$ cat config.mk
export PLATFORM = sky130hd
export DESIGN_NAME = memory_access_flat
export DESIGN_NICKNAME = d
export VERILOG_FILES = /design/src/rtl/memory_access_if.sv /design/src/rtl/memory_access.sv /design/src/flat_wrapper.sv
export SDC_FILE = /design/constraint.sdc
export NUM_CORES = 1
export LEC_CHECK = 0
export BUFFER_PORTS_ARGS = -buffer_cell sky130_fd_sc_hd__buf_2
export CORE_MARGIN = 3
export CORE_UTILIZATION = 30
export DETAILED_ROUTE_END_ITERATION = 10
export SLEW_MARGIN = 5
export SYNTH_ARGS = -nofsm -noshare
export SYNTH_HDL_FRONTEND = slang
export SYNTH_SLANG_ARGS = --single-unit
$ cat constraint.sdc
create_clock -name clk_i -period 2.3 [get_ports clk_i]
set_clock_uncertainty 0.15 [all_clocks]
set_input_delay 0.115 -clock clk_i [delete_from_list [all_inputs] [get_ports clk_i]]
set_output_delay 0.115 -clock clk_i [all_outputs]
set_load 0.1 [all_outputs]
$ cat src/rtl/memory_access_if.sv
// Data-memory bus between the MEM stage (master) and the memory system (slave).
// One outstanding request; req is held with stable addr/be/wdata until gnt.
interface memory_access_if;
  logic        req;
  logic        we;
  logic [31:0] addr;
  logic [3:0]  be;
  logic [31:0] wdata;
  logic        gnt;
  logic        rvalid;
  logic [31:0] rdata;

  modport master (
    output req, we, addr, be, wdata,
    input  gnt, rvalid, rdata
  );

  modport slave (
    input  req, we, addr, be, wdata,
    output gnt, rvalid, rdata
  );
endinterface

$ cat src/rtl/memory_access.sv
// MEM pipeline stage: byte/half/word loads and stores over a req/gnt/rvalid bus, with
// registered results toward writeback, alignment/legality faults and a bus timeout.
module memory_access #(
  parameter int unsigned TIMEOUT_CYCLES = 256,
  parameter type         wb_source_type = logic [1:0]
) (
  input  logic                 clk_i,
  input  logic                 n_rst,
  input  logic                 valid_i,
  input  logic [4:0]           rd_i,
  input  logic [31:0]          alu_result_i,
  input  logic [31:0]          rs2_data_i,
  input  logic [31:0]          pc_4_i,
  input  logic                 memread_en_i,
  input  logic                 memwrite_en_i,
  input  logic [2:0]           mem_funct3_i,
  input  logic                 wb_en_i,
  input  wb_source_type        wb_src_i,
  output logic                 stall_o,
  output logic                 valid_o,
  output logic [4:0]           rd_o,
  output logic [31:0]          alu_result_o,
  output logic [31:0]          pc_4_o,
  output logic [31:0]          mem_rdata_o,
  output logic                 wb_en_o,
  output wb_source_type        wb_src_o,
  output logic                 fault_o,
  memory_access_if.master      dmem
);

  localparam int unsigned CntW = (TIMEOUT_CYCLES < 2) ? 1 : $clog2(TIMEOUT_CYCLES + 1);

  typedef enum logic [1:0] {StIdle, StReq, StResp} state_e;

  state_e          state_q, state_d;
  logic [4:0]      rd_q;
  logic [31:0]     addr_q, wdata_q, pc4_q;
  logic [2:0]      f3_q;
  logic            we_q, wb_en_q;
  wb_source_type   wb_src_q;
  logic [CntW-1:0] cnt_q;

  logic        mem_op, misaligned, illegal, accept;
  logic        pass, ifault, start, timeout;
  logic        store_done, load_done, abort;
  logic        res_valid, res_fault, from_in;
  logic [7:0]  lane_b;
  logic [15:0] lane_h;
  logic [31:0] ext;

  assign mem_op     = memread_en_i | memwrite_en_i;
  assign misaligned = ((mem_funct3_i[1:0] == 2'd1) && alu_result_i[0]) ||
                      ((mem_funct3_i[1:0] == 2'd2) && (alu_result_i[1:0] != 2'b00));
  assign illegal    = (mem_funct3_i inside {3'd3, 3'd6, 3'd7}) ||
                      (memwrite_en_i && (mem_funct3_i > 3'd2)) ||
                      (memread_en_i && memwrite_en_i);

  assign accept = (state_q == StIdle) && valid_i;
  assign pass   = accept && !mem_op;
  assign ifault = accept && mem_op && (misaligned || illegal);
  assign start  = accept && mem_op && !(misaligned || illegal);

  // Counter value c means c+1 cycles have been spent in REQ/RESP.
  assign timeout    = (TIMEOUT_CYCLES != 0) && (cnt_q >= CntW'(TIMEOUT_CYCLES - 1));
  assign store_done = (state_q == StReq) && dmem.gnt && we_q;
  assign load_done  = (state_q == StResp) && dmem.rvalid;
  assign abort      = timeout && (((state_q == StReq) && !dmem.gnt) ||
                                  ((state_q == StResp) && !dmem.rvalid));

  always_ff @(posedge clk_i or negedge n_rst) begin
    if (!n_rst) state_q <= StIdle;
    else        state_q <= state_d;
  end

  always_comb begin
    state_d = state_q;
    unique case (state_q)
      StIdle:  if (start) state_d = StReq;
      StReq:   if (dmem.gnt) state_d = we_q ? StIdle : StResp;
               else if (timeout) state_d = StIdle;
      StResp:  if (dmem.rvalid || timeout) state_d = StIdle;
      default: state_d = StIdle;
    endcase
  end

  always_comb begin
    stall_o    = (state_q != StIdle);
    dmem.req   = (state_q == StReq);
    dmem.we    = 1'b0;
    dmem.addr  = '0;
    dmem.be    = '0;
    dmem.wdata = '0;
    if (state_q == StReq) begin
      dmem.we   = we_q;
      dmem.addr = {addr_q[31:2], 2'b00};
      case (f3_q[1:0])
        2'd0: begin
          dmem.be    = 4'b0001 << addr_q[1:0];
          dmem.wdata = {4{wdata_q[7:0]}};
        end
        2'd1: begin
          dmem.be    = addr_q[1] ? 4'b1100 : 4'b0011;
          dmem.wdata = {2{wdata_q[15:0]}};
        end
        default: begin
          dmem.be    = 4'b1111;
          dmem.wdata = wdata_q;
        end
      endcase
      if (!we_q) dmem.wdata = '0;
    end
  end

  always_comb begin
    lane_b = dmem.rdata[{addr_q[1:0], 3'b000} +: 8];
    lane_h = dmem.rdata[{addr_q[1], 4'b0000} +: 16];
    case (f3_q)
      3'd0:    ext = {{24{lane_b[7]}}, lane_b};
      3'd4:    ext = {24'b0, lane_b};
      3'd1:    ext = {{16{lane_h[15]}}, lane_h};
      3'd5:    ext = {16'b0, lane_h};
      default: ext = dmem.rdata;
    endcase
  end

  assign res_valid = pass | ifault | store_done | load_done | abort;
  assign res_fault = ifault | abort;
  assign from_in   = pass | ifault;

  always_ff @(posedge clk_i or negedge n_rst) begin
    if (!n_rst) begin
      rd_q     <= '0;
      addr_q   <= '0;
      wdata_q  <= '0;
      pc4_q    <= '0;
      f3_q     <= '0;
      we_q     <= 1'b0;
      wb_en_q  <= 1'b0;
      wb_src_q <= '0;
    end else if (start) begin
      rd_q     <= rd_i;
      addr_q   <= alu_result_i;
      wdata_q  <= rs2_data_i;
      pc4_q    <= pc_4_i;
      f3_q     <= mem_funct3_i;
      we_q     <= memwrite_en_i;
      wb_en_q  <= wb_en_i;
      wb_src_q <= wb_src_i;
    end
  end

  always_ff @(posedge clk_i or negedge n_rst) begin
    if (!n_rst) begin
      cnt_q <= '0;
    end else if (start) begin
      cnt_q <= '0;
    end else if ((state_q != StIdle) && (cnt_q != '1)) begin
      cnt_q <= cnt_q + 1'b1;
    end
  end

  // Non-memory and faulting ops take fields straight from the inputs; bus ops from latches.
  always_ff @(posedge clk_i or negedge n_rst) begin
    if (!n_rst) begin
      valid_o      <= 1'b0;
      fault_o      <= 1'b0;
      rd_o         <= '0;
      alu_result_o <= '0;
      pc_4_o       <= '0;
      mem_rdata_o  <= '0;
      wb_en_o      <= 1'b0;
      wb_src_o     <= '0;
    end else begin
      valid_o <= res_valid;
      fault_o <= res_fault;
      if (res_valid) begin
        rd_o         <= from_in ? rd_i : rd_q;
        alu_result_o <= from_in ? alu_result_i : addr_q;
        pc_4_o       <= from_in ? pc_4_i : pc4_q;
        wb_src_o     <= from_in ? wb_src_i : wb_src_q;
        wb_en_o      <= !res_fault && (from_in ? wb_en_i : wb_en_q);
        mem_rdata_o  <= load_done ? ext : '0;
      end
    end
  end

endmodule

$ cat src/flat_wrapper.sv
// flat-port wrapper written by rule: the top's interface ports become plain ports
module memory_access_flat 
#(
  parameter int unsigned TIMEOUT_CYCLES = 256,
  parameter type         wb_source_type = logic [1:0]
)
  (clk_i, n_rst, valid_i, rd_i, alu_result_i, rs2_data_i, pc_4_i, memread_en_i, memwrite_en_i, mem_funct3_i, wb_en_i, wb_src_i, stall_o, valid_o, rd_o, alu_result_o, pc_4_o, mem_rdata_o, wb_en_o, wb_src_o, fault_o, dmem_req, dmem_we, dmem_addr, dmem_be, dmem_wdata, dmem_gnt, dmem_rvalid, dmem_rdata);
  memory_access_if dmem_i ();
  input  logic clk_i;
  input  logic n_rst;
  input  logic valid_i;
  input  logic [4:0] rd_i;
  input  logic [31:0] alu_result_i;
  input  logic [31:0] rs2_data_i;
  input  logic [31:0] pc_4_i;
  input  logic memread_en_i;
  input  logic memwrite_en_i;
  input  logic [2:0] mem_funct3_i;
  input  logic wb_en_i;
  input  wb_source_type wb_src_i;
  output logic stall_o;
  output logic valid_o;
  output logic [4:0] rd_o;
  output logic [31:0] alu_result_o;
  output logic [31:0] pc_4_o;
  output logic [31:0] mem_rdata_o;
  output logic wb_en_o;
  output wb_source_type wb_src_o;
  output logic fault_o;
  output wire logic [$bits(dmem_i.req)-1:0] dmem_req;
  output wire logic [$bits(dmem_i.we)-1:0] dmem_we;
  output wire logic [$bits(dmem_i.addr)-1:0] dmem_addr;
  output wire logic [$bits(dmem_i.be)-1:0] dmem_be;
  output wire logic [$bits(dmem_i.wdata)-1:0] dmem_wdata;
  input wire logic [$bits(dmem_i.gnt)-1:0] dmem_gnt;
  input wire logic [$bits(dmem_i.rvalid)-1:0] dmem_rvalid;
  input wire logic [$bits(dmem_i.rdata)-1:0] dmem_rdata;
  assign dmem_req = dmem_i.req;
  assign dmem_we = dmem_i.we;
  assign dmem_addr = dmem_i.addr;
  assign dmem_be = dmem_i.be;
  assign dmem_wdata = dmem_i.wdata;
  assign dmem_i.gnt = dmem_gnt;
  assign dmem_i.rvalid = dmem_rvalid;
  assign dmem_i.rdata = dmem_rdata;
  memory_access #(.TIMEOUT_CYCLES(TIMEOUT_CYCLES), .wb_source_type(wb_source_type)) u_core (.clk_i(clk_i), .n_rst(n_rst), .valid_i(valid_i), .rd_i(rd_i), .alu_result_i(alu_result_i), .rs2_data_i(rs2_data_i), .pc_4_i(pc_4_i), .memread_en_i(memread_en_i), .memwrite_en_i(memwrite_en_i), .mem_funct3_i(mem_funct3_i), .wb_en_i(wb_en_i), .wb_src_i(wb_src_i), .stall_o(stall_o), .valid_o(valid_o), .rd_o(rd_o), .alu_result_o(alu_result_o), .pc_4_o(pc_4_o), .mem_rdata_o(mem_rdata_o), .wb_en_o(wb_en_o), .wb_src_o(wb_src_o), .fault_o(fault_o), .dmem(dmem_i));
endmodule
==> impl_metrics.py, run 1 <==
metrics = {
    "worst_setup_path": {
        "end_kind": "register",
        "critPathTopFamily": "compound AO/OA/AOI/OAI gates",
        "reg2regPathDepth": 11,
        "path_cells": "nand3_1 -> nor3_2 -> ha_2 -> nor2_4 -> o31ai_4 -> a221oi_4 -> buf_6 -> buf_12 -> clkbuf_16 -> nand2_1 -> o21ai_1",
        "crit_buf_inv": 3,
        "cp.arrival_ns": 2.65,
        "reg2reg_from": "u_core.cnt_q[5]",
        "reg2reg_slack_ns": -0.04,
        "slowest_delay_ns": 0.43,
        "crit_required_ns": 2.61,
        "rr_endpoint": "u_core.alu_result_o[24]",
        "crit_type": "register to register",
        "path_max_fanout": 9,
        "critPathLaunchType": "register",
        "cp_slowest_cell": "dfrtp_1",
    },
    "yosys": {
        "yosys-top-cells-area": "dfrtp_1, mux2_2, mux2i_1, nand2_1, o21ai_1",
        "synth_cells": 914,
        "syn_area_um2": 10400,
        "yosysWarningCount": 0,
        "avgSynthCellArea_um2": 11.4,
        "yosysTopAreaCellShare_pct": 54.1,
        "yosys.area.top_type": "dfrtp_1",
        "ys_types": 50,
        "yosysSeqAreaShare_pct": 54.1,
        "ys_ff_latch": 225,
    },
    "global_routing": {
        "grt_max_degree": 62,
        "top_usage_layer": "met2",
        "grt_pass1_vias": 9438,
        "grt_antenna_before_repair": 2,
        "grt_first_pass_wirelength_um": 52600,
        "gr-usage-met3_pct": 5.11,
        "gr-usage-met1_pct": 22.5,
        "grt_util_met2_pct": 29.7,
        "overflow": 0,
        "track_usage_pct": 17.8,
    },
    "timing": {
        "max-slew-margin-rel_pct": 60.5,
        "rsz0062_at_grt": "true",
        "worstMarginPinSlew_ns": 0.587,
        "report.final.slew_viol_count": 0,
        "fmax_ghz": 0.427,
        "finalCriticalPeriod_ns": 2.34,
        "hold_violations": 0,
        "worst_slack_ns": -0.0400,
        "setup_viol_count_final": 18,
        "finalCritPeriodShare_pct": 102,
    },
    "floorplanning": {
        "start_util_pct": 30.7,
        "dieWidth_um": 192,
        "die_h_um": 192,
        "rows": 67,
        "core_um2": 33900,
        "die_area_um2": 37000,
        "io_pins": 323,
    },
    "power_and_ir_drop": {
        "p_leak_uw": 0.00816,
        "power_switching_uw": 9990,
        "p_seq_share_pct": 29.3,
        "p_int_uw": 10900,
        "p_total_uw": 20900,
        "power_density_nw_per_um2": 1200,
        "comb_power_share_pct": 49.7,
        "p_clk_share_pct": 21.0,
        "peakVddDrop_mv": 0.886,
        "p_sw_share_pct": 47.8,
    },
    "placed_design": {
        "io_buffers": 320,
        "place_hpwl_um": 22900,
        "gp_congestion": 0.803,
    },
    "layout": {
        "multiInputGateArea_um2": 4850,
        "fillers": 2884,
        "postLayoutCoreUtil_pct": 51.4,
        "seq_area_um2": 5630,
        "antenna_cells": 0,
        "drive_gt1_share_pct": 46.8,
        "final_nets": 1583,
        "area_growth_pct": 67.1,
    },
    "clocking": {
        "clk_pin_slew_ns": 0.06,
        "h-tree-depth": 1,
        "cts_buffers": 28,
        "cts_root_buffer": "clkbuf_16",
        "cts_sinks": 225,
        "insertion_delay_ns": 0.53,
        "cts_buffer_depth": 3,
        "cts_tree": "built",
    },
    "worst_hold_path": {
        "hp-class": "input pin to asynchronous set/reset pin",
    },
    "run_status": {
        "violations": "negative setup slack",
        "status": "finished, violations left",
    },
    "drt": {
        "wl_per_cell_um": 19.0,
        "vias": 9171,
        "drt_iter0_markers": 392,
        "drc": 0,
        "wl_um": 36200,
        "ant_nets": 0,
        "via_per_inst": 4.82,
        "dr.pass1.iters": 6,
    },
    "job": {
        "cap_viol_max_count": 0,
    },
}
==> worst max-delay path by stage <==
stage                     slack (ns)  cells past startpoint              start                       to
after floorplan                -0.54                      4     u_core.f3_q[0]               dmem_be[3]
after global placement          0.06                     10    u_core.cnt_q[0]           u_core.rd_o[0]
after detailed placement        0.04                     10    u_core.cnt_q[1]  u_core.alu_result_o[30]
after CTS                      -0.02                      7  u_core.state_q[1]            dmem_wdata[0]
after global routing           -0.12                     12    u_core.cnt_q[1]  u_core.alu_result_o[24]
final                          -0.04                     11    u_core.cnt_q[5]  u_core.alu_result_o[24]
==> worst min-delay path, cell delays in order <==
cell	delay (ns)
dlygate4sd3_1	0.56
buf_8	0.18
buf_4	0.23
==> cell type report <==
type	instances	area share (%)
Clock inverter	8	0.554
Timing Repair Buffer	554	31.0
Clock buffer	41	4.78
Multi-Input combinational cell	618	27.9
Inverter	7	0.194
Tap cell	448	3.22
Sequential cell	225	32.4
==> metal layers <==
layer  up-vias  routed length [um]
met5         -                   0
met2       339               17400
met4         0                1130
met1      4515               14800
li1       4250                   -
met3        67                2860
==> state kept, by name (all words and copies together) (netlist names), 2 cells and up <==
signal / cells
u_core.addr_q: 32
u_core.alu_result_o: 32
u_core.mem_rdata_o: 32
u_core.pc4_q: 32
u_core.pc_4_o: 32
u_core.wdata_q: 32
u_core.cnt_q: 9
u_core.rd_o: 5
u_core.rd_q: 5
u_core.f3_q: 3
u_core.state_q: 2
u_core.wb_src_o: 2
u_core.wb_src_q: 2
==> cells in the final DEF, fill, tap and decap left out, types with 8 or more instances in the layout <==
cell,count
buf_2,251
buf_12,88
buf_4,37
nand2b_1,19
and2_1,25
nand2_2,20
clkbuf_16,42
nor2_2,11
nand2_4,8
a21oi_1,15
buf_6,9
nand2_1,89
nor2_1,24
and2_2,8
mux2i_1,87
o21ai_2,26
nor2_4,8
mux2_2,113
o21ai_0,16
dfrtp_1,222
o21ai_1,52
a22o_1,17
dlygate4sd3_1,148
==> synth_stat cells, drive strengths merged <==
| cell | n |
|---|---|
| dfrtp | 225 |
| nand2 | 117 |
| mux2 | 113 |
| o21ai | 95 |
| mux2i | 87 |
| buf | 44 |
| nor2 | 43 |
| and2 | 33 |
| a21oi | 24 |
| clkbuf | 21 |
| nand2b | 20 |
| a22o | 17 |
| and3 | 10 |
| a221oi | 9 |
| inv | 7 |
| a222oi | 6 |
| nand3 | 5 |
| nor3 | 4 |
| xor2 | 4 |
| ha | 3 |
| o31ai | 3 |
| xnor2 | 3 |
| nand4 | 2 |
| or2 | 2 |
| a211o | 1 |
| a211oi | 1 |
| a21o | 1 |
| a22oi | 1 |
| a32oi | 1 |
| and3b | 1 |
| conb | 1 |
| mux4 | 1 |
| nand3b | 1 |
| nor2b | 1 |
| nor3b | 1 |
| nor4 | 1 |
| o2111ai | 1 |
| o211ai | 1 |
| o21bai | 1 |
| o32ai | 1 |
| or3b | 1 |
==> power groups by stage <==
stage | clock [uW] | combinational, uW | sequential [uW]
2_1_floorplan | 0 | 3040 | 10100
3_3_place_gp | 0 | 9200 | 6040
3_5_place_dp | 0 | 9310 | 6080
4_1_cts | 4520 | 9730 | 6040
5_1_grt | 4700 | 10900 | 6280
6_report | 4400 | 10400 | 6120
==> logic make-up (layout without fill, tap and decap cells) <==
family,after synthesis,after routing,share of synthesized area [%]
AOI/OAI and AO/OA,163,163,9.57
adders and majority gates,3,3,0.361
buffers and inverters,72,610,3.80
DFF,225,225,54.1
and+or+nand+nor,242,242,10.7
xor gates and xnor gates,7,7,0.589
other,1,2,0.0360
muxes,201,201,20.8
==> per-stage QoR <==
step | std cells | hold WS (ns) | area, um2 | setup TNS, ns | setup WS [ns]
after floorplan | 915 | -0.331 | 10500 | -10.77 | -0.538
after global placement | 1668 | -0.0766 | 13900 | 0 | 0.0606
after detailed placement | 1668 | -0.0789 | 13900 | 0 | 0.0361
after CTS | 1873 | 0.0374 | 16600 | -0.113 | -0.0239
after global routing | 1901 | 0.0513 | 17400 | -6.80 | -0.122
final | 1901 | 0.0467 | 17400 | -0.191 | -0.0400
==> repair_timing <==
| item | CTS | global route |
|---|---|---|
| hold endpoints to repair | 440 | 0 |
| gates resized for setup | 43 | 117 |
| pin swaps | 0 | 13 |
| buffers inserted | 4 | 13 |
| hold buffers | 149 | 0 |
| endpoints found under the setup margin | 63 | 180 |
| gates cloned | 3 | 16 |
Note: power is estimated with default switching activity, not from simulation.
==> run 2: changes to the inputs <==
Settings changed: CORE_UTILIZATION 30 to 47, PLACE_DENSITY_LB_ADDON set to 0.2.
==> impl_metrics.py, run 2 (synthesis results as in run 1) <==
metrics = {
    "clocking": {
        "cts_sinks": 225,
        "cts_root_buffer": "clkbuf_16",
        "h-tree-depth": 1,
        "cts_buffers": 24,
        "cts_tree": "built",
        "clk_pin_slew_ns": 0.06,
        "cts_buffer_depth": 3,
        "insertion_delay_ns": 0.51,
    },
    "layout": {
        "final_cell_mix": "buf_2, dfrtp_1, dlygate4sd3_1, nand2_1, mux2_2",
        "postLayoutCoreUtil_pct": 76.5,
        "instances_no_fill": 1698,
        "drive_gt1_share_pct": 41.4,
        "postLayoutCellArea_um2": 16300,
        "final_nets": 1551,
        "final_common_cell": "buf_2",
        "area_growth_pct": 57.0,
    },
    "floorplanning": {
        "rows": 53,
        "start_util_pct": 48.7,
        "die_h_um": 155,
        "die_area_um2": 24000,
        "core_um2": 21400,
        "dieWidth_um": 155,
        "io_pins": 323,
    },
    "drt": {
        "dr.pass1.iters": 6,
        "via_per_inst": 5.39,
        "wl_per_cell_um": 20.2,
        "drc": 0,
        "wl_um": 34200,
        "ant_nets": 0,
        "drt_iter0_markers": 441,
        "vias": 9154,
    },
    "timing": {
        "hold_slack_ns": 0.0943,
        "fmax_ghz": 0.440,
        "finalCritPeriodShare_pct": 98.9,
        "finalCriticalPeriod_ns": 2.27,
        "report.final.slew_viol_count": 0,
        "setup_viol_count_final": 0,
        "rsz0062_at_grt": "true",
        "hold_violations": 0,
        "worstMarginPinSlew_ns": 0.843,
        "max-slew-margin-rel_pct": 43.6,
    },
    "global_routing": {
        "overflow": 0,
        "grt_antenna_before_repair": 4,
        "grt_first_pass_wirelength_um": 51800,
        "track_usage_pct": 26.6,
        "grt_max_degree": 50,
        "grt_pass1_vias": 9799,
    },
    "placed_design": {
        "io_buffers": 320,
        "place_area_um2": 13600,
        "gp_congestion": 0.839,
        "dp.cells": 1486,
        "place_hpwl_um": 20700,
    },
    "worst_setup_path": {
        "critPathLaunchType": "register",
        "crit_required_ns": 2.04,
        "cp.arrival_ns": 2.01,
        "reg2reg_slack_ns": 0.06,
        "end_kind": "primary output",
        "path_max_fanout": 13,
        "crit_type": "register to primary output",
    },
    "worst_hold_path": {
        "hp-class": "input pin to asynchronous set/reset pin",
    },
    "power_and_ir_drop": {
        "p_total_uw": 19700,
        "power_density_nw_per_um2": 1210,
        "peakVddDrop_mv": 1.30,
        "p_leak_uw": 0.00777,
    },
    "run_status": {
        "status": "completed",
    },
    "job": {
        "cap_viol_max_count": 0,
    },
}
==> run 2: final timing paths <==
path / startpoint / end / cells past startpoint
min: n_rst / u_core.pc_4_o[28] / 3
min reg2reg: u_core.alu_result_o[2] / u_core.alu_result_o[2] / 2
min in group clk_i: valid_i / u_core.wb_en_o / 5
max reg2reg: u_core.cnt_q[0] / u_core.pc_4_o[1] / 10
max: u_core.state_q[1] / dmem_wdata[28] / 6
max in group asynchronous: n_rst / u_core.pc_4_o[17] / 3
==> run 2: layout make-up <==
cell class | count | area (um2)
sequential | 225 | 5640
inverter | 7 | 30.0
clock buffer | 39 | 738
timing repair buffer | 526 | 4900
fill | 1349 | 5020
multi-input combinational | 618 | 4650
tap | 275 | 344
clock inverter | 5 | 27.5
antenna | 3 | 7.51
==> run 2: stage by stage <==
| stage | setup TNS [ns] | setup WS [ns] |
|---|---|---|
| 2_1_floorplan | -10.77 | -0.538 |
| 3_3_place_gp | 0 | 0.109 |
| 3_5_place_dp | 0 | 0.0396 |
| 4_1_cts | -0.0406 | -0.0197 |
| 5_1_grt | -1.52 | -0.0445 |
| 6_report | 0 | 0.0261 |
==> run 2: repair_timing <==
action,4_1_cts,5_1_grt
pin swaps,0,1
resized for setup,24,46
setup endpoints to repair,30,167
setup buffers,0,6
hold buffers,148,0
endpoints found under the hold margin,440,0
gates cloned,0,11
==> run 2: worst max-delay path, stage by stage (launching register included) <==
cell and delay [ns]:
dfrtp_2 0.43, nand2b_4 0.17, clkinvlp_4 0.23, nand2_4 0.12
buf_12 0.18, nor2_2 0.16, buf_12 0.19
==> run 2: routing by layer <==
| metal | GRT usage (%) | vias to the layer above | share of wire, % |
|---|---|---|---|
| met1 | 32.8 | 4466 | 38 |
| li1 | - | 4174 | - |
| met5 | 0 | - | 0 |
| met3 | 7.11 | 94 | 8.5 |
| met4 | 9.08 | 0 | 3.5 |
| met2 | 45.6 | 420 | 50 |
==> run 2: power breakdown <==
| group | switching (uW) | internal (uW) |
|---|---|---|
| clock | 1560 | 2190 |
| combinational | 7220 | 2640 |
| sequential | 878 | 5210 |
==> run 3: changes to the inputs <==
Settings changed: CORE_UTILIZATION 47 to 30.
==> impl_metrics.py, run 3 (synthesis results as in run 1) <==
metrics = {
    "floorplanning": {
        "core_um2": 33900,
        "die_area_um2": 37000,
        "start_util_pct": 30.7,
        "io_pins": 323,
        "dieWidth_um": 192,
        "rows": 67,
        "die_h_um": 192,
    },
    "power_and_ir_drop": {
        "peakVddDrop_mv": 0.979,
        "power_switching_uw": 9950,
        "p_int_uw": 10900,
        "p_clk_share_pct": 20.9,
        "power_density_nw_per_um2": 1200,
        "p_sw_share_pct": 47.6,
        "p_seq_share_pct": 29.2,
        "comb_power_share_pct": 49.9,
        "p_leak_uw": 0.00818,
        "p_total_uw": 20900,
    },
    "clocking": {
        "cts_buffer_depth": 3,
        "h-tree-depth": 1,
        "insertion_delay_ns": 0.53,
        "cts_root_buffer": "clkbuf_16",
        "clk_pin_slew_ns": 0.06,
        "cts_sinks": 225,
        "cts_buffers": 28,
        "cts_tree": "built",
    },
    "global_routing": {
        "grt_antenna_before_repair": 1,
        "grt_max_degree": 70,
        "track_usage_pct": 16.7,
        "overflow": 0,
        "grt_pass1_vias": 8979,
        "grt_first_pass_wirelength_um": 49600,
    },
    "layout": {
        "final_cell_mix": "buf_2, dfrtp_1, dlygate4sd3_1, mux2_2, buf_12",
        "seq_area_um2": 5640,
        "area_growth_pct": 67.1,
        "drive_gt1_share_pct": 48.1,
        "multiInputGateArea_um2": 4880,
        "final_nets": 1574,
        "final_common_cell": "buf_2",
        "fillers": 3054,
    },
    "timing": {
        "fmax_ghz": 0.436,
        "hold_violations": 0,
        "max-slew-margin-rel_pct": 59.9,
        "finalCriticalPeriod_ns": 2.29,
        "setup_tns_ns": 0,
        "finalCritPeriodShare_pct": 99.7,
        "setup_viol_count_final": 0,
        "hold_slack_ns": 0.128,
        "report.final.slew_viol_count": 0,
        "worstMarginPinSlew_ns": 0.595,
        "rsz0062_at_grt": "true",
    },
    "worst_setup_path": {
        "reg2reg_from": "u_core.cnt_q[1]",
        "cp_slowest_cell": "dfrtp_1",
        "cp.arrival_ns": 2.55,
        "rr_endpoint": "u_core.pc_4_o[18]",
        "end_kind": "register",
        "cp_common_cell": "ha_2",
        "path_max_fanout": 9,
        "crit_type": "register to register",
        "reg2reg_slack_ns": 0.006,
        "path_cells": "ha_2 -> nand2_2 -> nor3_2 -> ha_2 -> nor2_4 -> o31ai_4 -> a221oi_4 -> buf_12 -> buf_16 -> clkbuf_16 -> o21ai_1",
        "crit_required_ns": 2.56,
        "reg2regPathDepth": 11,
        "critPathLaunchType": "register",
        "critPathTopFamily": "buffers and inverters",
        "crit_buf_inv": 3,
        "slowest_delay_ns": 0.39,
    },
    "drt": {
        "wl_um": 34500,
        "ant_nets": 0,
        "dr.pass1.iters": 4,
        "wl_per_cell_um": 18.3,
        "vias": 8918,
        "drc": 0,
        "drt_iter0_markers": 273,
        "via_per_inst": 4.72,
    },
    "worst_hold_path": {
        "min_from": "valid_i",
        "hold_depth": 5,
        "whs_endpoint": "u_core.wb_en_o",
        "hp-class": "input pin to register",
    },
    "job": {
        "cap_viol_max_count": 0,
    },
    "placed_design": {
        "io_buffers": 320,
        "place_hpwl_um": 22400,
        "gp_congestion": 0.768,
    },
    "run_status": {
        "status": "completed",
    },
}
## run 3: changes by cell type in the layout (fill, tap and decap cells not counted), sizes merged
cell	delta
diode	-2
clkinv	-1
bufinv	+1
clkinvlp	-1
dlygate4sd3	+1
buf	+7
clkbuf	+13
inv	+2
## run 3: final cells by class
class,instances,area share (%)
antenna,1,0.0144
clock buffer,41,4.89
clock inverter,6,0.389
inverter,7,0.151
multi-input combinational,618,28.1
sequential,225,32.4
tap,448,3.22
timing repair buffer,545,30.8
## run 3: what timing repair did
| item | in CTS | in global routing |
|---|---|---|
| hold endpoints to repair | 440 | 0 |
| hold buffers | 148 | 0 |
| pin swaps | 0 | 28 |
| gates resized for setup | 27 | 159 |
| setup endpoints to repair | 50 | 159 |
| setup buffers | 3 | 3 |
| gates cloned | 0 | 26 |
## run 3: per-layer routing
metal  GRT usage [%]  routed length [um]  vias up
li1                -                   -     4234
met1            22.3               15000     4394
met2            27.3               16500      250
met3            4.47                2400       40
met4            3.56                 579        0
met5               0                   0        -
## run 3: worst max-delay path by stage
stage / slack, ns / from / to / cells after the start
final: 0.006 / u_core.cnt_q[1] / u_core.pc_4_o[18] / 11
after global routing: -0.08 / u_core.cnt_q[1] / u_core.alu_result_o[19] / 12
after CTS: -0.006 / u_core.state_q[1] / dmem_addr[13] / 5
after detailed placement: 0.05 / u_core.cnt_q[0] / u_core.alu_result_o[1] / 10
after global placement: 0.08 / u_core.cnt_q[0] / u_core.alu_result_o[1] / 10
after floorplan: -0.54 / u_core.f3_q[0] / dmem_be[3] / 4
## run 3: worst min-delay path: cells and delay by family
family                 cells  cell delay (ns)
buffers and inverters      2             0.25
AOI/OAI and AO/OA          2             0.25
and+or+nand+nor            1             0.14
## run 3: per-stage QoR
stage	setup WS, ns	cells	util, %	cell area [um2]
after floorplan	-0.538	915	-	10500
after global placement	0.0814	1663	41.0	13900
after detailed placement	0.0477	1663	41.0	13900
after CTS	-0.00632	1861	48.4	16400
after global routing	-0.0808	1891	51.3	17400
final	0.00646	1891	51.3	17400
## run 3: power by group through the flow
stage / Combinational [uW] / Sequential, uW / Clock, uW
floorplan: 3040 / 10100 / 0
global placement: 9180 / 6050 / 0
detailed placement: 9240 / 6090 / 0
CTS: 9610 / 6020 / 4530
global route: 10900 / 6270 / 4650
finish: 10400 / 6100 / 4360
